$ cat src/rtl/sdr_fmt_pkg.sv
// Shared output-format encodings for the sample format converter.
package sdr_fmt_pkg;

    typedef enum logic [1:0] {
        FMT_OFFSET = 2'd0,
        FMT_TWOS   = 2'd1,
        FMT_MAG    = 2'd2,
        FMT_RSVD   = 2'd3
    } fmt_mode_e;

endpackage

$ cat src/rtl/fmt_lane.sv
// One sample lane: S1 rounds and saturates to OUT_WIDTH, S2 applies the format map.
module fmt_lane
    import sdr_fmt_pkg::*;
#(
    parameter int IN_WIDTH  = 16,
    parameter int OUT_WIDTH = 8
) (
    input  logic                 clk,
    input  logic                 reset,
    input  logic                 load1,
    input  logic                 load2,
    input  logic [IN_WIDTH-1:0]  sample,
    input  fmt_mode_e            mode,
    output logic                 clip,
    output logic [OUT_WIDTH-1:0] data
);

    localparam int D = IN_WIDTH - OUT_WIDTH;
    localparam logic [OUT_WIDTH-1:0] MAX_POS = {1'b0, {(OUT_WIDTH-1){1'b1}}};

    logic [OUT_WIDTH-1:0] rounded;
    logic                 over;
    logic [OUT_WIDTH-1:0] s1_value;
    logic                 s1_clip;
    logic [OUT_WIDTH-1:0] mapped;

    if (D > 0) begin : g_round
        localparam logic signed [IN_WIDTH:0] HALF     = (IN_WIDTH+1)'(1) << (D-1);
        localparam logic signed [IN_WIDTH:0] MAX_WIDE = (IN_WIDTH+1)'((1 << (OUT_WIDTH-1)) - 1);
        logic signed [IN_WIDTH:0] biased;
        logic signed [IN_WIDTH:0] shifted;

        // One extra bit keeps the half-LSB bias from wrapping the largest input.
        assign biased  = $signed({sample[IN_WIDTH-1], sample}) + HALF;
        assign shifted = biased >>> D;
        assign over    = shifted > MAX_WIDE;
        assign rounded = over ? MAX_POS : shifted[OUT_WIDTH-1:0];
    end else begin : g_pass
        assign over    = 1'b0;
        assign rounded = sample;
    end

    // NOTE: datapath registers carry no reset; the valid bits in the top decide whether they mean anything.
    always_ff @(posedge clk) begin
        if (load1) begin
            s1_value <= rounded;
            s1_clip  <= over;
        end
    end

    // NOTE: combinational blocks use blocking assignments and give every output a default first, so no latch is inferred.
    always_comb begin
        mapped = s1_value;
        case (mode)
            FMT_TWOS: mapped = s1_value;
            FMT_MAG:  mapped = s1_value[OUT_WIDTH-1] ? -s1_value : s1_value;
            default:  mapped = {~s1_value[OUT_WIDTH-1], s1_value[OUT_WIDTH-2:0]};
        endcase
    end

    // NOTE: sequential state is updated with non-blocking assignments only.
    always_ff @(posedge clk) begin
        if (reset) begin
            data <= '0;
        end else if (load2) begin
            data <= mapped;
        end
    end

    assign clip = s1_clip;

endmodule

$ cat src/rtl/sample_format_converter.sv
// Two-stage valid/ready sample converter: round/saturate, then format map, with sticky clip flags and a clip counter.
module sample_format_converter
    import sdr_fmt_pkg::*;
#(
    parameter int CHANNELS  = 2,
    parameter int IN_WIDTH  = 16,
    parameter int OUT_WIDTH = 8,
    parameter int CNT_WIDTH = 16
) (
    input  logic                          i_clk,
    input  logic                          i_reset,
    input  logic                          i_valid,
    output logic                          o_ready,
    input  logic [CHANNELS*IN_WIDTH-1:0]  i_data,
    input  logic [1:0]                    i_mode,
    output logic                          o_valid,
    input  logic                          i_ready,
    output logic [CHANNELS*OUT_WIDTH-1:0] o_data,
    output logic [CHANNELS-1:0]           o_clip,
    input  logic                          i_clear_clip,
    output logic [CNT_WIDTH-1:0]          o_clip_count
);

    logic                en1;
    logic                en2;
    logic                load1;
    logic                load2;
    logic                s1_valid;
    fmt_mode_e           s1_mode;
    logic [CHANNELS-1:0] s1_clip;

    assign en2     = i_ready | ~o_valid;
    assign en1     = en2 | ~s1_valid;
    assign o_ready = en1;
    assign load1   = en1 & i_valid;
    assign load2   = en2 & s1_valid;

    always_ff @(posedge i_clk) begin
        if (i_reset) begin
            s1_valid <= 1'b0;
            o_valid  <= 1'b0;
        end else begin
            if (en1) s1_valid <= i_valid;
            if (en2) o_valid  <= s1_valid;
        end
    end

    // The mode travels with its beat so a mid-stream change only affects later beats.
    always_ff @(posedge i_clk) begin
        if (load1) s1_mode <= fmt_mode_e'(i_mode);
    end

    // Clear outranks a clipping beat landing in S2 on the same edge.
    always_ff @(posedge i_clk) begin
        if (i_reset || i_clear_clip) begin
            o_clip       <= '0;
            o_clip_count <= '0;
        end else if (load2) begin
            o_clip <= o_clip | s1_clip;
            if ((|s1_clip) && (o_clip_count != '1)) o_clip_count <= o_clip_count + 1'b1;
        end
    end

    for (genvar k = 0; k < CHANNELS; k++) begin : g_lane
        fmt_lane #(
            .IN_WIDTH  (IN_WIDTH),
            .OUT_WIDTH (OUT_WIDTH)
        ) u_lane (
            .clk    (i_clk),
            .reset  (i_reset),
            .load1  (load1),
            .load2  (load2),
            .sample (i_data[k*IN_WIDTH +: IN_WIDTH]),
            .mode   (s1_mode),
            .clip   (s1_clip[k]),
            .data   (o_data[k*OUT_WIDTH +: OUT_WIDTH])
        );
    end

endmodule

$ cat config.mk
export PLATFORM = sky130hd
export DESIGN_NAME = sample_format_converter
export DESIGN_NICKNAME = d
export VERILOG_FILES = /design/src/rtl/sdr_fmt_pkg.sv /design/src/rtl/fmt_lane.sv /design/src/rtl/sample_format_converter.sv
export SDC_FILE = /design/constraint.sdc
export NUM_CORES = 1
export LEC_CHECK = 0
export ABC_AREA = 1
export BUFFER_PORTS_ARGS = -buffer_cell sky130_fd_sc_hd__buf_2
export CAP_MARGIN = 20
export CORE_MARGIN = 3
export CORE_UTILIZATION = 54
export DETAILED_ROUTE_END_ITERATION = 7
export PLACE_DENSITY = 0.8
export SKIP_LAST_GASP = 1
export SYNTH_ARGS = -nofsm -noshare
export SYNTH_HDL_FRONTEND = slang
export SYNTH_HIERARCHICAL = 1
export SYNTH_SLANG_ARGS = --single-unit
$ cat constraint.sdc
create_clock -name i_clk -period 1.9 [get_ports i_clk]
set_input_delay 0 -clock i_clk [delete_from_list [all_inputs] [get_ports i_clk]]
set_output_delay 0 -clock i_clk [all_outputs]
set_load 0.02 [all_outputs]
==> metrics.txt <==
# TYPE chip_impl_metric gauge
chip_impl_info{name="outcome",value="finished, final reports clean"} 1
chip_impl_metric{name="worst-endpoint-arrival",unit="ns"} 1.83
chip_impl_info{name="mostFrequentLayoutCells",value="sky130_fd_sc_hd__nand2_1, sky130_fd_sc_hd__nor2_1, sky130_fd_sc_hd__buf_2"} 1
chip_impl_metric{name="finalWeightedCongestion",unit=""} 0.833
chip_impl_info{name="hold_class",value="input pin to register"} 1
chip_impl_metric{name="cp_max_fo",unit=""} 19
chip_impl_metric{name="final_period_minus_worst_setup_slack",unit="ns"} 1.62
chip_impl_metric{name="synthDistinctLibCells",unit=""} 31
chip_impl_metric{name="synth-seq-area-share",unit="%"} 39.9
chip_impl_metric{name="avgViaCountPerCell",unit=""} 5.07
chip_impl_metric{name="cts_made_buffers",unit=""} 5
chip_impl_info{name="timing.critical_path.from_type",value="register"} 1
chip_impl_metric{name="regArea",unit="um2"} 1320
chip_impl_info{name="clockRootBuffer",value="sky130_fd_sc_hd__clkbuf_8"} 1
chip_impl_metric{name="ios",unit=""} 75
chip_impl_metric{name="synth.cell_area",unit="um2"} 3310
chip_impl_metric{name="dp.final_hpwl",unit="um"} 5150
chip_impl_metric{name="drive_above_1_share",unit="%"} 20.0
chip_impl_metric{name="antenna_violating_nets_post_route",unit=""} 0
chip_impl_metric{name="slew-limit-headroom",unit="%"} 68.9
chip_impl_metric{name="grt_first_pass_wirelength",unit="um"} 11600
chip_impl_metric{name="post-route-drc-count",unit=""} 0
chip_impl_metric{name="firstDrtPassIters",unit=""} 4
chip_impl_info{name="layout_commonest_cell",value="sky130_fd_sc_hd__nand2_1"} 1
chip_impl_metric{name="clock_latency",unit="ns"} 0.30
chip_impl_metric{name="fmaxAchievable",unit="GHz"} 0.619
chip_impl_metric{name="vias",unit=""} 2958
chip_impl_info{name="cts_tree",value="yes"} 1
chip_impl_metric{name="antenna_violations_before_repair",unit=""} 0
chip_impl_metric{name="synth.ff_latch_count",unit=""} 56
chip_impl_metric{name="floorplan.die.height",unit="um"} 84.3
chip_impl_info{name="max_stage_delay_cell_worst_path",value="sky130_fd_sc_hd__nor2_4"} 1
chip_impl_metric{name="final_max_slew_viol_count",unit=""} 0
chip_impl_metric{name="cp_slowest_stage_delay",unit="ns"} 0.37
chip_impl_metric{name="floorplan.rows",unit=""} 27
chip_impl_metric{name="insertedDiodeCount",unit=""} 0
chip_impl_metric{name="layout.filler_cells",unit=""} 519
chip_impl_metric{name="timing.clock.skew",unit="ns"} 0.00808
chip_impl_metric{name="finalWirelength",unit="um"} 6750
chip_impl_metric{name="postSynthNetCount",unit=""} 488
chip_impl_metric{name="finalHoldViolations",unit=""} 0
chip_impl_metric{name="cts-resized-gates",unit=""} 0
chip_impl_info{name="critical_path.endpoint_type",value="register"} 1
chip_impl_metric{name="finalSetupViolCount",unit=""} 0
chip_impl_metric{name="cts_buffer_depth",unit=""} 2
chip_impl_info{name="setup.worst_path.class",value="register to register"} 1
chip_impl_metric{name="dpl.cell_count",unit=""} 571
chip_impl_metric{name="core",unit="um2"} 5710
chip_impl_metric{name="ys_warn_count",unit=""} 6
chip_impl_metric{name="pwr_density",unit="nW/um2"} 631
chip_impl_metric{name="fin_crit_sh",unit="%"} 85.0
chip_impl_metric{name="utilization",unit="%"} 67.1
chip_impl_metric{name="clock_slew_at_reported_path_ffs",unit="ns"} 0.10
chip_impl_metric{name="grt_max_degree",unit=""} 21
chip_impl_metric{name="p_leak",unit="nW"} 1.76
chip_impl_metric{name="io_buffers",unit=""} 60
chip_impl_metric{name="vias_in_the_first_global_route",unit=""} 2788
chip_impl_metric{name="initial_core_util",unit="%"} 58.0
chip_impl_metric{name="drt-initial-drc-count",unit=""} 120
chip_impl_metric{name="grt_remaining_overflow",unit=""} 0
chip_impl_metric{name="chipWidth",unit="um"} 84.3
chip_impl_metric{name="avgSynthCellArea",unit="um2"} 7.53
chip_impl_metric{name="syn-instance-count",unit=""} 440
chip_impl_metric{name="final_nets",unit=""} 558
chip_impl_metric{name="power",unit="mW"} 2.42
chip_impl_info{name="rsz0062_at_grt",value="false"} 1
chip_impl_metric{name="ir_worst_vdd",unit="mV"} 0.303
chip_impl_metric{name="tightest_slew",unit="ns"} 0.466
chip_impl_metric{name="area_growth_syn_to_layout",unit="%"} 15.6
chip_impl_info{name="most_numerous_cell_on_the_critical_path",value="sky130_fd_sc_hd__nor2_4"} 1
chip_impl_metric{name="stdcell_count",unit=""} 583
chip_impl_metric{name="track_usage",unit="%"} 19.6
chip_impl_metric{name="drv_cap",unit=""} 0
chip_impl_metric{name="numClockSinks",unit=""} 56
chip_impl_metric{name="design.die.area",unit="um2"} 7110
chip_impl_info{name="path_cells",value="ha_1 -> nand2_2 -> nor2_4 -> nand2_4 -> nor2_4 -> nor2_4 -> nand3_1 -> nand2_1 -> nor2_1"} 1
chip_impl_metric{name="cts.htree.levels",unit=""} 2
chip_impl_metric{name="totalNegativeSetupSlack",unit="ns"} 0
chip_impl_metric{name="multiInputGateArea",unit="um2"} 1730
chip_impl_metric{name="routed_wire_length_per_instance",unit="um"} 11.6
chip_impl_metric{name="worstPathRequired",unit="ns"} 2.11
==> cells by family (layout without fill, tap and decap cells) <==
family | count (synthesis) | count (layout) | synth area share [%]
AO/OA/AOI/OAI | 64 | 64 | 10.5
XOR/XNOR | 18 | 18 | 4.76
adder cells (fa/ha/maj) | 9 | 9 | 3.40
buffers and inverters | 65 | 136 | 7.97
flip-flops | 56 | 56 | 39.9
AND/OR/NAND/NOR | 228 | 228 | 33.4
==> cells in the mapped netlist <==
cell | instances | area [um2]
sky130_fd_sc_hd__a21o_1 | 4 | 30.0
sky130_fd_sc_hd__a21oi_1 | 37 | 185
sky130_fd_sc_hd__a21oi_4 | 1 | 16.3
sky130_fd_sc_hd__a31oi_1 | 2 | 12.5
sky130_fd_sc_hd__buf_2 | 2 | 10.0
sky130_fd_sc_hd__buf_6 | 1 | 11.3
sky130_fd_sc_hd__clkbuf_1 | 2 | 7.51
sky130_fd_sc_hd__clkbuf_8 | 1 | 13.8
sky130_fd_sc_hd__dfxtp_1 | 36 | 721
sky130_fd_sc_hd__edfxtp_1 | 20 | 601
sky130_fd_sc_hd__ha_1 | 9 | 113
sky130_fd_sc_hd__inv_1 | 58 | 218
sky130_fd_sc_hd__inv_2 | 1 | 3.75
sky130_fd_sc_hd__nand2_1 | 81 | 304
sky130_fd_sc_hd__nand2_2 | 6 | 37.5
sky130_fd_sc_hd__nand2_4 | 1 | 11.3
sky130_fd_sc_hd__nand3_1 | 53 | 265
sky130_fd_sc_hd__nand3_2 | 6 | 60.1
sky130_fd_sc_hd__nand3_4 | 2 | 35.0
sky130_fd_sc_hd__nand3b_1 | 2 | 15.0
sky130_fd_sc_hd__nand4_1 | 2 | 12.5
sky130_fd_sc_hd__nand4_2 | 2 | 25.0
sky130_fd_sc_hd__nor2_1 | 61 | 229
sky130_fd_sc_hd__nor2_2 | 4 | 25.0
sky130_fd_sc_hd__nor2_4 | 4 | 45.0
sky130_fd_sc_hd__nor3_1 | 2 | 10.0
sky130_fd_sc_hd__nor3_4 | 2 | 32.5
sky130_fd_sc_hd__o211ai_1 | 2 | 15.0
sky130_fd_sc_hd__o21ai_0 | 18 | 90.1
sky130_fd_sc_hd__xnor2_1 | 6 | 52.6
sky130_fd_sc_hd__xor2_1 | 12 | 105
==> routing by layer <==
| metal | global-route usage [%] | part of all wire (%) | vias up | wire length, um |
|---|---|---|---|---|
| li1 | - | - | 1575 | - |
| met1 | 22.7 | 41 | 1281 | 2790 |
| met2 | 36.2 | 51 | 93 | 3470 |
| met5 | 0 | 0 | - | 0 |
| met3 | 3.04 | 5.8 | 9 | 392 |
| met4 | 7.16 | 1.4 | 0 | 97 |
==> worst paths after layout <==
kind	from	endpoint	slack [ns]	cells past startpoint
setup / recovery	o_clip_count[0]	o_clip_count[11]	0.28	9
setup reg to reg	o_clip_count[0]	o_clip_count[11]	0.28	9
hold / removal	i_data[27]	g_lane[1].u_lane/s1_value[3]	0.03	3
hold reg to reg	o_clip[0]	o_clip[0]	0.48	2
==> final cells by class <==
class	count	area share [%]
multi-input cells	319	45.1
flip-flops and latches	56	34.5
inverters	59	5.78
clock inverters	2	0.261
well taps	72	2.35
repair buffers	69	9.87
clock buffers	6	2.16
==> worst max-delay path: cells and delay by family (launching register included) <==
| kind | cells | cell delay (ns) |
|---|---|---|
| fa+ha+maj | 1 | 0.25 |
| flops | 1 | 0.36 |
| simple gates | 8 | 0.91 |
==> repair_timing <==
item                      4_1_cts  5_1_grt
hold endpoints to repair        4        0
hold buffers                    4        0
setup buffers                   0        0
==> flip-flops by register name, summed over array words and instances, names as in the netlist <==
register / cells
g_lane.u_lane/data: 16
g_lane.u_lane/s1_value: 16
o_clip_count: 16
g_lane.u_lane/clip: 2
o_clip: 2
s1_mode: 2
o_valid: 1
s1_valid: 1
==> stage by stage <==
stage	cell area, um2	hold slack (ns)	setup slack, ns
after floorplan	3310	0.0691	0.307
after global placement	3700	0.188	0.364
after detailed placement	3700	0.189	0.296
after CTS	3830	0.0264	0.283
after global routing	3830	0.0470	0.120
final	3830	0.0318	0.285
==> power by group <==
group	leakage, nW	switching, mW	total, mW	internal (mW)
clock	0.0510	0.365	0.657	0.292
sequential	0.490	0.0502	1.36	1.31
combinational	1.22	0.249	0.401	0.152
(Power assumes the default switching activity.)
